### config.mk
export PLATFORM = sky130hd
export DESIGN_NAME = verdict_collector
export DESIGN_NICKNAME = d
export VERILOG_FILES = /design/src/rtl/verdict_pkg.sv /design/src/rtl/verdict_fifo.sv /design/src/rtl/verdict_collector.sv
export SDC_FILE = /design/constraint.sdc
export NUM_CORES = 2
export LEC_CHECK = 0
export ABC_CLOCK_PERIOD_IN_PS = 50700
export CORE_MARGIN = 2
export CORE_UTILIZATION = 35
export CTS_BUF_LIST = sky130_fd_sc_hd__clkbuf_4
export DETAILED_ROUTE_END_ITERATION = 6
export PLACE_DENSITY = 0.58
export SLEW_MARGIN = 20
export SYNTH_ARGS = -nofsm -noshare
export SYNTH_HDL_FRONTEND = slang
export SYNTH_SLANG_ARGS = --single-unit
export TNS_END_PERCENT = 50
### constraint.sdc
create_clock -name clk -period 50.7 [get_ports clk]
set_clock_uncertainty 0.1 [all_clocks]
set_input_delay 10.14 -clock clk [delete_from_list [all_inputs] [get_ports clk]]
set_output_delay 10.14 -clock clk [all_outputs]
set_load 0.1 [all_outputs]
### src/rtl/verdict_pkg.sv
// =============================================================================
// Module   : verdict_pkg
// Summary  : Shared types for verdict_collector. The record carries a timestamp
//            field only when VERDICT_COLLECTOR_TIMESTAMP_EN is defined.
// Revision : 1.0 - initial release
// =============================================================================
`default_nettype none

package verdict_pkg;

    localparam int N_STREAMS    = 6;
    localparam int VAL_W        = 64;
    localparam int HDR_TS_LSB   = 32;
    localparam int HDR_TS_W     = 32;
    localparam int HDR_CNT_LSB  = 8;
    localparam int HDR_CNT_W    = 8;
    localparam int HDR_MASK_LSB = 0;

    typedef logic [N_STREAMS-1:0] mask_t;

    typedef struct packed {
        mask_t                             mask;
`ifdef VERDICT_COLLECTOR_TIMESTAMP_EN
        logic [HDR_TS_W-1:0]               ts;
`endif
        logic [N_STREAMS-1:0][VAL_W-1:0]   values;
    } record_t;

    typedef enum logic [1:0] {
        IDLE = 2'd0,
        HDR  = 2'd1,
        PAY  = 2'd2
    } state_t;

    function automatic logic [HDR_CNT_W-1:0] popcount(input mask_t m);
        logic [HDR_CNT_W-1:0] n;
        n = '0;
        for (int i = 0; i < N_STREAMS; i++) begin
            n = n + {{(HDR_CNT_W-1){1'b0}}, m[i]};
        end
        return n;
    endfunction

    function automatic logic [2:0] lowest_set(input mask_t m);
        logic [2:0] idx;
        idx = '0;
        for (int i = N_STREAMS - 1; i >= 0; i--) begin
            if (m[i]) idx = 3'(i);
        end
        return idx;
    endfunction

endpackage

`default_nettype wire

### src/rtl/verdict_fifo.sv
// =============================================================================
// Module   : verdict_fifo
// Summary  : Synchronous record FIFO; head record is read straight from the
//            storage registers. Reset is synchronous, active-low.
// Revision : 1.0 - initial release
// =============================================================================
`default_nettype none

module verdict_fifo
    import verdict_pkg::*;
#(
    parameter int DEPTH = 8
) (
    input  logic                         clk,
    input  logic                         rst,
    input  logic                         i_push,
    input  record_t                      i_data,
    input  logic                         i_pop,
    output record_t                      o_data,
    output logic                         o_full,
    output logic                         o_empty,
    output logic [$clog2(DEPTH+1)-1:0]   o_level
);

    localparam int PTR_W = $clog2(DEPTH);
    localparam int LVL_W = $clog2(DEPTH+1);

    record_t              r_mem [DEPTH];
    logic [PTR_W-1:0]     r_wr_ptr;
    logic [PTR_W-1:0]     r_rd_ptr;
    logic [LVL_W-1:0]     r_level;
    logic                 w_wr;
    logic                 w_rd;

    assign o_full  = (r_level == LVL_W'(DEPTH));
    assign o_empty = (r_level == '0);
    assign o_level = r_level;
    assign o_data  = r_mem[r_rd_ptr];

    assign w_wr = i_push && !o_full;
    assign w_rd = i_pop && !o_empty;

    always_ff @(posedge clk) begin
        if (!rst) begin
            r_wr_ptr <= '0;
            r_rd_ptr <= '0;
            r_level  <= '0;
        end else begin
            if (w_wr) r_wr_ptr <= r_wr_ptr + 1'b1;
            if (w_rd) r_rd_ptr <= r_rd_ptr + 1'b1;
            case ({w_wr, w_rd})
                2'b10:   r_level <= r_level + 1'b1;
                2'b01:   r_level <= r_level - 1'b1;
                default: r_level <= r_level;
            endcase
        end
    end

    always_ff @(posedge clk) begin
        if (w_wr) r_mem[r_wr_ptr] <= i_data;
    end

endmodule

`default_nettype wire

### src/rtl/verdict_collector.sv
// =============================================================================
// Module   : verdict_collector
// Summary  : Captures active monitor streams into records and serializes them
//            as header + payload words. Timestamps: VERDICT_COLLECTOR_TIMESTAMP_EN.
// Revision : 1.0 - initial release
// =============================================================================
`default_nettype none

module verdict_collector
    import verdict_pkg::*;
#(
    parameter int DEPTH  = 8,
    parameter int TS_W   = 32,
    parameter int DROP_W = 16
) (
    input  logic                         clk,
    input  logic                         rst,
    input  logic                         en,
    input  logic signed [63:0]           out_a,
    input  logic signed [63:0]           out_b,
    input  logic signed [63:0]           out_c,
    input  logic signed [63:0]           out_d,
    input  logic signed [63:0]           out_e,
    input  logic signed [63:0]           out_f,
    input  logic                         out_a_aktv,
    input  logic                         out_b_aktv,
    input  logic                         out_c_aktv,
    input  logic                         out_d_aktv,
    input  logic                         out_e_aktv,
    input  logic                         out_f_aktv,
    output logic [63:0]                  m_data,
    output logic                         m_valid,
    input  logic                         m_ready,
    output logic                         m_last,
    output logic [DROP_W-1:0]            drop_count,
    output logic [$clog2(DEPTH+1)-1:0]   fifo_level
);

    localparam int LVL_W = $clog2(DEPTH+1);

    mask_t       w_mask;
    record_t     w_wr_rec;
    record_t     w_head;
    logic        w_push_req;
    logic        w_push_ok;
    logic        w_full;
    logic        w_empty;
    logic        w_hs;
    logic        w_last_pay;
    logic        w_pop;
    state_t      r_state;
    state_t      w_state_nxt;
    mask_t       r_rem;
    mask_t       w_rem_nxt;
    logic [DROP_W-1:0] r_drop;

    assign w_mask     = {out_f_aktv, out_e_aktv, out_d_aktv, out_c_aktv, out_b_aktv, out_a_aktv};
    assign w_push_req = rst && en && (w_mask != '0);
    assign w_push_ok  = w_push_req && !w_full;

`ifdef VERDICT_COLLECTOR_TIMESTAMP_EN
    logic [TS_W-1:0] r_ts;

    always_ff @(posedge clk) begin
        if (!rst)    r_ts <= '0;
        else if (en) r_ts <= r_ts + 1'b1;
    end
`endif

    always_comb begin
        w_wr_rec.mask   = w_mask;
`ifdef VERDICT_COLLECTOR_TIMESTAMP_EN
        w_wr_rec.ts     = HDR_TS_W'(r_ts);
`endif
        w_wr_rec.values = {out_f, out_e, out_d, out_c, out_b, out_a};
    end

    verdict_fifo #(
        .DEPTH (DEPTH)
    ) u_fifo (
        .clk     (clk),
        .rst     (rst),
        .i_push  (w_push_ok),
        .i_data  (w_wr_rec),
        .i_pop   (w_pop),
        .o_data  (w_head),
        .o_full  (w_full),
        .o_empty (w_empty),
        .o_level (fifo_level)
    );

    // The full check looks at the registered level, so a pop in the same cycle does not rescue a push.
    always_ff @(posedge clk) begin
        if (!rst)                               r_drop <= '0;
        else if (w_push_req && w_full && !(&r_drop)) r_drop <= r_drop + 1'b1;
    end

    assign drop_count = r_drop;

    // r_rem holds the payload streams not yet sent; its lowest set bit is the current word.
    assign w_hs       = m_valid && m_ready;
    assign w_last_pay = (r_state == PAY) && ((r_rem & (r_rem - 1'b1)) == '0);
    assign w_pop      = w_hs && w_last_pay;

    always_comb begin
        w_state_nxt = r_state;
        w_rem_nxt   = r_rem;
        case (r_state)
            IDLE: begin
                if (!w_empty || w_push_ok) w_state_nxt = HDR;
            end
            HDR: begin
                if (w_hs) begin
                    w_state_nxt = PAY;
                    w_rem_nxt   = w_head.mask;
                end
            end
            PAY: begin
                if (w_hs) begin
                    w_rem_nxt = r_rem & (r_rem - 1'b1);
                    if (w_last_pay) begin
                        w_state_nxt = ((fifo_level > LVL_W'(1)) || w_push_ok) ? HDR : IDLE;
                    end
                end
            end
            default: w_state_nxt = IDLE;
        endcase
    end

    always_ff @(posedge clk) begin
        if (!rst) begin
            r_state <= IDLE;
            r_rem   <= '0;
        end else begin
            r_state <= w_state_nxt;
            r_rem   <= w_rem_nxt;
        end
    end

    assign m_valid = (r_state != IDLE);
    assign m_last  = w_last_pay;

    always_comb begin
        m_data = '0;
        case (r_state)
            HDR: begin
`ifdef VERDICT_COLLECTOR_TIMESTAMP_EN
                m_data[HDR_TS_LSB +: HDR_TS_W]    = w_head.ts;
`endif
                m_data[HDR_CNT_LSB +: HDR_CNT_W]  = popcount(w_head.mask);
                m_data[HDR_MASK_LSB +: N_STREAMS] = w_head.mask;
            end
            PAY:     m_data = w_head.values[lowest_set(r_rem)];
            default: m_data = '0;
        endcase
    end

endmodule

`default_nettype wire
After elaboration in Yosys (flattened, before gate mapping)
Memory sizes are Yosys's and may differ from the RTL's. A register that Yosys moved wholly into a read port is not among the register bits. Index checks and enable logic that the tools add are counted.

$lt $le $gt $ge: 2. Bitwise gates (word level): 1. Mux-type cells: 27. Add/subtract/negate cells: 11. Reduce and logical (&&, ||, !) cells: 25. Equal/unequal tests: 9.

Operators with widths (number): 64-bit binary-select mux with 3-bit select (1); 64-bit 2-to-1 mux (1); 48-bit 2-to-1 mux (1); 3-bit 2-to-1 mux (9); 6-bit one-hot mux with 2 select lines (2); 16-bit by 1-bit adder with 16-bit output (second input constant) (1); 8-bit one-hot mux with 2 select lines (1); 16-bit AND reduction (1); 6-bit 2-to-1 mux (2); 1-bit logical AND (10); 2-bit 2-to-1 mux (5); 2-bit inequality test (second input constant) (4); 4-bit one-hot mux with 2 select lines (1); 3-bit by 1-bit adder with 3-bit output (second input constant) (2); 5-bit by 1-bit adder with 6-bit output (1); 6-bit bitwise AND (1); 6-bit zero test (1); 2-bit one-hot mux with 3 select lines (1); 2-bit nonzero test (3); 6-bit nonzero test (1); 6-bit by 1-bit subtractor with 6-bit output (second input constant) (1); 4-bit by 1-bit adder with 5-bit output (1); 3-bit by 1-bit adder with 4-bit output (1); 4-bit by 1-bit adder with 4-bit output (second input constant) (1); other kinds (15) (22).

Output and inout bits: 86. Word-level logic and storage cells: 82. Memory bits (writable): 3120. Flip-flop bits (word level): 34. Bits of input ports: 394. Memories: 1.

Memory list: u_fifo.r_mem (depth 8, bits a word 390, read ports 1, clocked after Yosys merged registers in 1, wr ports 1, line verdict_fifo.sv:28) `record_t r_mem [DEPTH];`.

Logic depth before layout (Yosys ltp)
Depth after elaboration: 10. Depth in mapped cells: 14.

Modules after synthesis
From an unflattened synthesis, not the netlist that was laid out.

Cells, all modules: 5404. Area, all modules: 123044.3 sq um.

By module, submodules not included: verdict_fifo (sequential area each 93950.1 sq um, instances 1, cells each 4581, area each 117418.9 sq um); verdict_collector (sequential area each 480.5 sq um, instances 1, cells each 823, area each 5625.4 sq um).

Worst setup path after synthesis
No wires, ideal clock.

Path kind: input to register. Start point: input out_b_aktv. End point: memory u_fifo.r_mem[2][0] (netlist name), enable pin. Setup time: 2233 ps. Required time: 48367 ps. Arrival: 50372 ps. Cell stages on the path: 4. Path slack: -2005 ps. Cells stage by stage: nor4_1 -> a211oi_2 -> inv_1 -> nor4b_1.

Word-level cells in the longest chain between the ends: 6.

RTL lines: start, declared (line verdict_collector.sv:26) `input logic out_b_aktv,`; 6-bit nonzero test (line verdict_collector.sv:58) `assign w_push_req = rst && en && (w_mask != '0);`; 1-bit logical AND (line verdict_collector.sv:58); 1-bit logical AND (line verdict_collector.sv:59) `assign w_push_ok = w_push_req && !w_full;`; 1-bit logical AND (line verdict_fifo.sv:40) `assign w_wr = i_push && !o_full;`; 1-bit 2-to-1 mux (line verdict_fifo.sv:60) `if (w_wr) r_mem[r_wr_ptr] <= i_data;`; 1-bit 2-to-1 mux (not written as such) (line verdict_fifo.sv:60); end, declared (line verdict_fifo.sv:28).

Every way passes these cells.

==> results by group <==
Outcome
  • Status: finished with violations
  • Failing checks: design-rule violations

Layout
  • P&R area growth vs syn: 16.5%
  • Nets: slightly below 7,000
  • Fillcell total: 30,100
  • Share of layout cells above drive strength 1: 0.314
  • Final instance area: 141,000 um^2
  • Storage cell area: 94,400 um^2
  • Area occupied by multi-input gates: between 20,000 and 30,000 um^2

STA
  • Slew @ Worst Pin: between 1 and 1.5 ns
  • Max-slew headroom: 0.208
  • Max Slew Vio Count: 0
  • RSZ-0062 raised after global routing: no
  • Fin crit share: 0.367
  • Fin. Hold Viols: 0
  • Final setup fails: 0
  • Hold WS: 0.390 ns
  • Max Fclk: 53.8 MHz
  • Period minus WS final: about 19 ns

Floorplan
  • Die Wd: approximately 590 um
  • Initial Util: 0.352
  • Die span in y: 592 um
  • I/O pins: 480
  • Row cnt: between 200 and 250
  • Core area: 344,000 um^2
  • Full die area: 350,000 um^2

Routing
  • Total wire length: 315,000 um
  • Via density: between 5 and 6
  • Detailed router's first-iteration violation count: between 5,000 and 6,000
  • Drt wl/cell: between 20 and 30 um
  • Residual DRC: 4
  • Total number of vias: 60,000
  • Number of routed nets with antenna violations: 0
  • Pre-antenna DRT Iters: 7

Clock tree
  • Post-CTS resize count: 0
  • # H-tree levels: 6
  • Post-CTS setup buffer count: 0
  • Num CTS Buffers: 775
  • CTS tree: yes
  • Clk root buf: clkbuf_4
  • Clock transition at path regs: 0.06 ns
  • Clk_lat worst skew: between 1.5 and 2 ns
  • Post-CTS Hold Fix Bufs: 0
  • Clk sink count: 3,157
  • Max Root-Sink Buffers: 4

Global routing
  • GRT Residual Overflow: 0
  • Vias in the first global route: 62,100
  • Initial antenna violation count: 159
  • Global-route wire length before repair: 447,000 um
  • Largest net degree at the start of global routing: 129
  • Total GRT Usage: 0.176

Pwr
  • Peak supply drop: 20.5 uV
  • P per Cell Area: 37.9 nW/um^2
  • Design Power: 5.34 mW
  • Leak Pwr: 44.0 nW

Flow run
  • MaxCap Viol Count: 0

Critical path
  • Worst Setup Start Kind: flop
  • WS Path Type: reg2out
  • Capturing point of the worst reg2reg path: u_fifo.r_mem[2][47]
  • Critical path fanouts, max: 92
  • Crit. End Element: primary output
  • Critical register-to-register path startpoint: u_fifo.o_level[0]
  • Crit path DAT: 8.35 ns
  • Required time of the critical path: roughly 40 ns
  • Worst R2R Path Depth: 10
  • Reg2reg setup slack: 44.86 ns

Logic synthesis
  • Synthesized instance count: 5,269
  • Synth Area per Inst: about 23 um^2
  • Register area share after synthesis: 0.780
  • Synth Warn #: 0
  • Share of flip-flops with an asynchronous set or reset: 0
  • Unique masters post-synth: 78
  • Syn nets: 5,678
  • Post-Syn Area: 121,000 um^2
  • Ys flop type: edfxtp_1
  • Flops & latches, synth: 3,157
  • Number of synthesized flops with an enable pin: 3,120

Place
  • Hpwl dp: ~180,000 um
  • RD Place Congestion: 0.779
  • I/O Buffers: 479
  • Dpl cell area: 131,000 um^2

Hold path
  • Worst Hold Class: reg2reg
  • Hold path cells: 2
  • Min-delay src: u_fifo.r_rd_ptr[2]
## state kept, by name (all words and copies together), names as in the netlist, named ones only
| register | cells |
|---|---|
| r_rem | 6 |
| u_fifo.r_wr_ptr | 3 |
| u_fifo.r_rd_ptr | 3 |
| drop_count | 16 |
| u_fifo.o_level | 4 |
| u_fifo.r_mem | 3120 |
| r_state | 2 |
## cells in the final DEF, fill, tap and decap left out, types with 17 or more instances in the layout
| cell | count |
|---|---|
| clkbuf_4 | 1100 |
| nand2_1 | 323 |
| o21ai_0 | 29 |
| nor2_1 | 30 |
| buf_4 | 99 |
| clkdlybuf4s50_1 | 461 |
| mux4_2 | 843 |
| buf_12 | 17 |
| mux2i_1 | 130 |
| a21oi_1 | 50 |
| diode_2 | 51 |
| a32oi_1 | 82 |
| dfxtp_1 | 34 |
| clkinv_1 | 189 |
| inv_1 | 17 |
| edfxtp_1 | 3120 |
| o22ai_1 | 17 |
| nand3_1 | 96 |
## report_power, final
part           leakage, nW  internal (mW)  switching [mW]
sequential            28.5           2.90         0.00830
combinational         9.83          0.109           0.251
clock                 5.73           1.08           0.996
total                 44.0           4.08            1.26
## worst max-delay path, stage by stage (launching register included)
cell             delay, ns
dfxtp_4               0.97
buf_12                0.60
buf_4                 0.78
buf_4                 0.83
buf_4                 0.67
mux4_2                0.35
nand2_1               0.06
a32oi_1               0.70
nand3_1               0.16
nand2_1               0.29
clkdlybuf4s50_1       1.19
## synthesized netlist by cell type, types with 5 or more instances
library cell	n	area, um^2
a211oi_1	13	97.6
a21oi_1	50	250
a31oi_1	5	31.3
a32oi_1	82	718
and2_1	9	56.3
buf_1	19	71.3
buf_2	114	571
buf_4	43	323
buf_6	12	135
clkbuf_1	101	379
dfxtp_1	37	741
edfxtp_1	3120	93700
ha_1	12	150
inv_1	18	67.6
mux2_2	5	56.3
mux2i_1	130	1300
mux4_2	843	19000
nand2_1	323	1210
nand3_1	97	485
nor2_1	31	116
nor3_1	6	30.0
o2111ai_1	6	52.6
o211ai_1	6	45.0
o21a_1	5	37.5
o21ai_0	30	150
o21ai_1	12	60.1
o22ai_1	17	106
o31ai_1	7	52.6
or3_1	9	56.3
or4_1	5	37.5
xor2_1	8	70.1
## metrics by stage
stage	utilization	setup slack, ns	setup TNS, ns	std cells
6_report	0.410	32.11	0	11500
5_1_grt	0.410	31.37	0	11500
4_1_cts	0.410	31.67	0	11500
3_5_place_dp	0.382	33.36	0	10100
3_3_place_gp	0.382	33.37	0	10100
2_1_floorplan	-	-1.88	-733.25	5269
## area by class of cell
class	instances	area share
Sequential cell	3157	0.670
Multi-Input combinational cell	1799	0.178
Clock buffer	1100	0.0586
Timing Repair Buffer	592	0.0410
Tap cell	4557	0.0405
Clock inverter	249	0.0107
Antenna cell	51	0.000905
Inverter	20	0.000586
## worst max path at each step
stage	start	endpoint	slack, ns	cells past startpoint
2_1_floorplan	out_b_aktv	u_fifo.r_mem[4][0]	-1.88	4
5_1_grt	flop	m_data[20]	31.37	10
6_report	flop	m_data[20]	32.11	10
3_5_place_dp	flop	m_data[20]	33.36	10
4_1_cts	flop	m_data[20]	31.67	10
3_3_place_gp	flop	m_data[20]	33.37	10
## cells by family after synthesis
family / count (synthesis) / share of synthesized area
adders and majority gates: 17 / 0.00190
muxes: 979 / 0.168
xor gates and xnor gates: 10 / 0.000724
AOI/OAI and AO/OA: 275 / 0.0165
DFF: 3157 / 0.780
and+or+nand+nor: 518 / 0.0187
buffers and inverters: 313 / 0.0135
## metal layers
| layer | vias up | GRT usage | routed length [um] |
|---|---|---|---|
| li1 | 25200 | - | - |
| met2 | 2211 | 0.273 | 148000 |
| met5 | - | 0 | 660 |
| met4 | 106 | 0.0698 | 10600 |
| met3 | 645 | 0.0490 | 23800 |
| met1 | 31800 | 0.236 | 132000 |
Note: power is estimated with default switching activity, not from simulation.
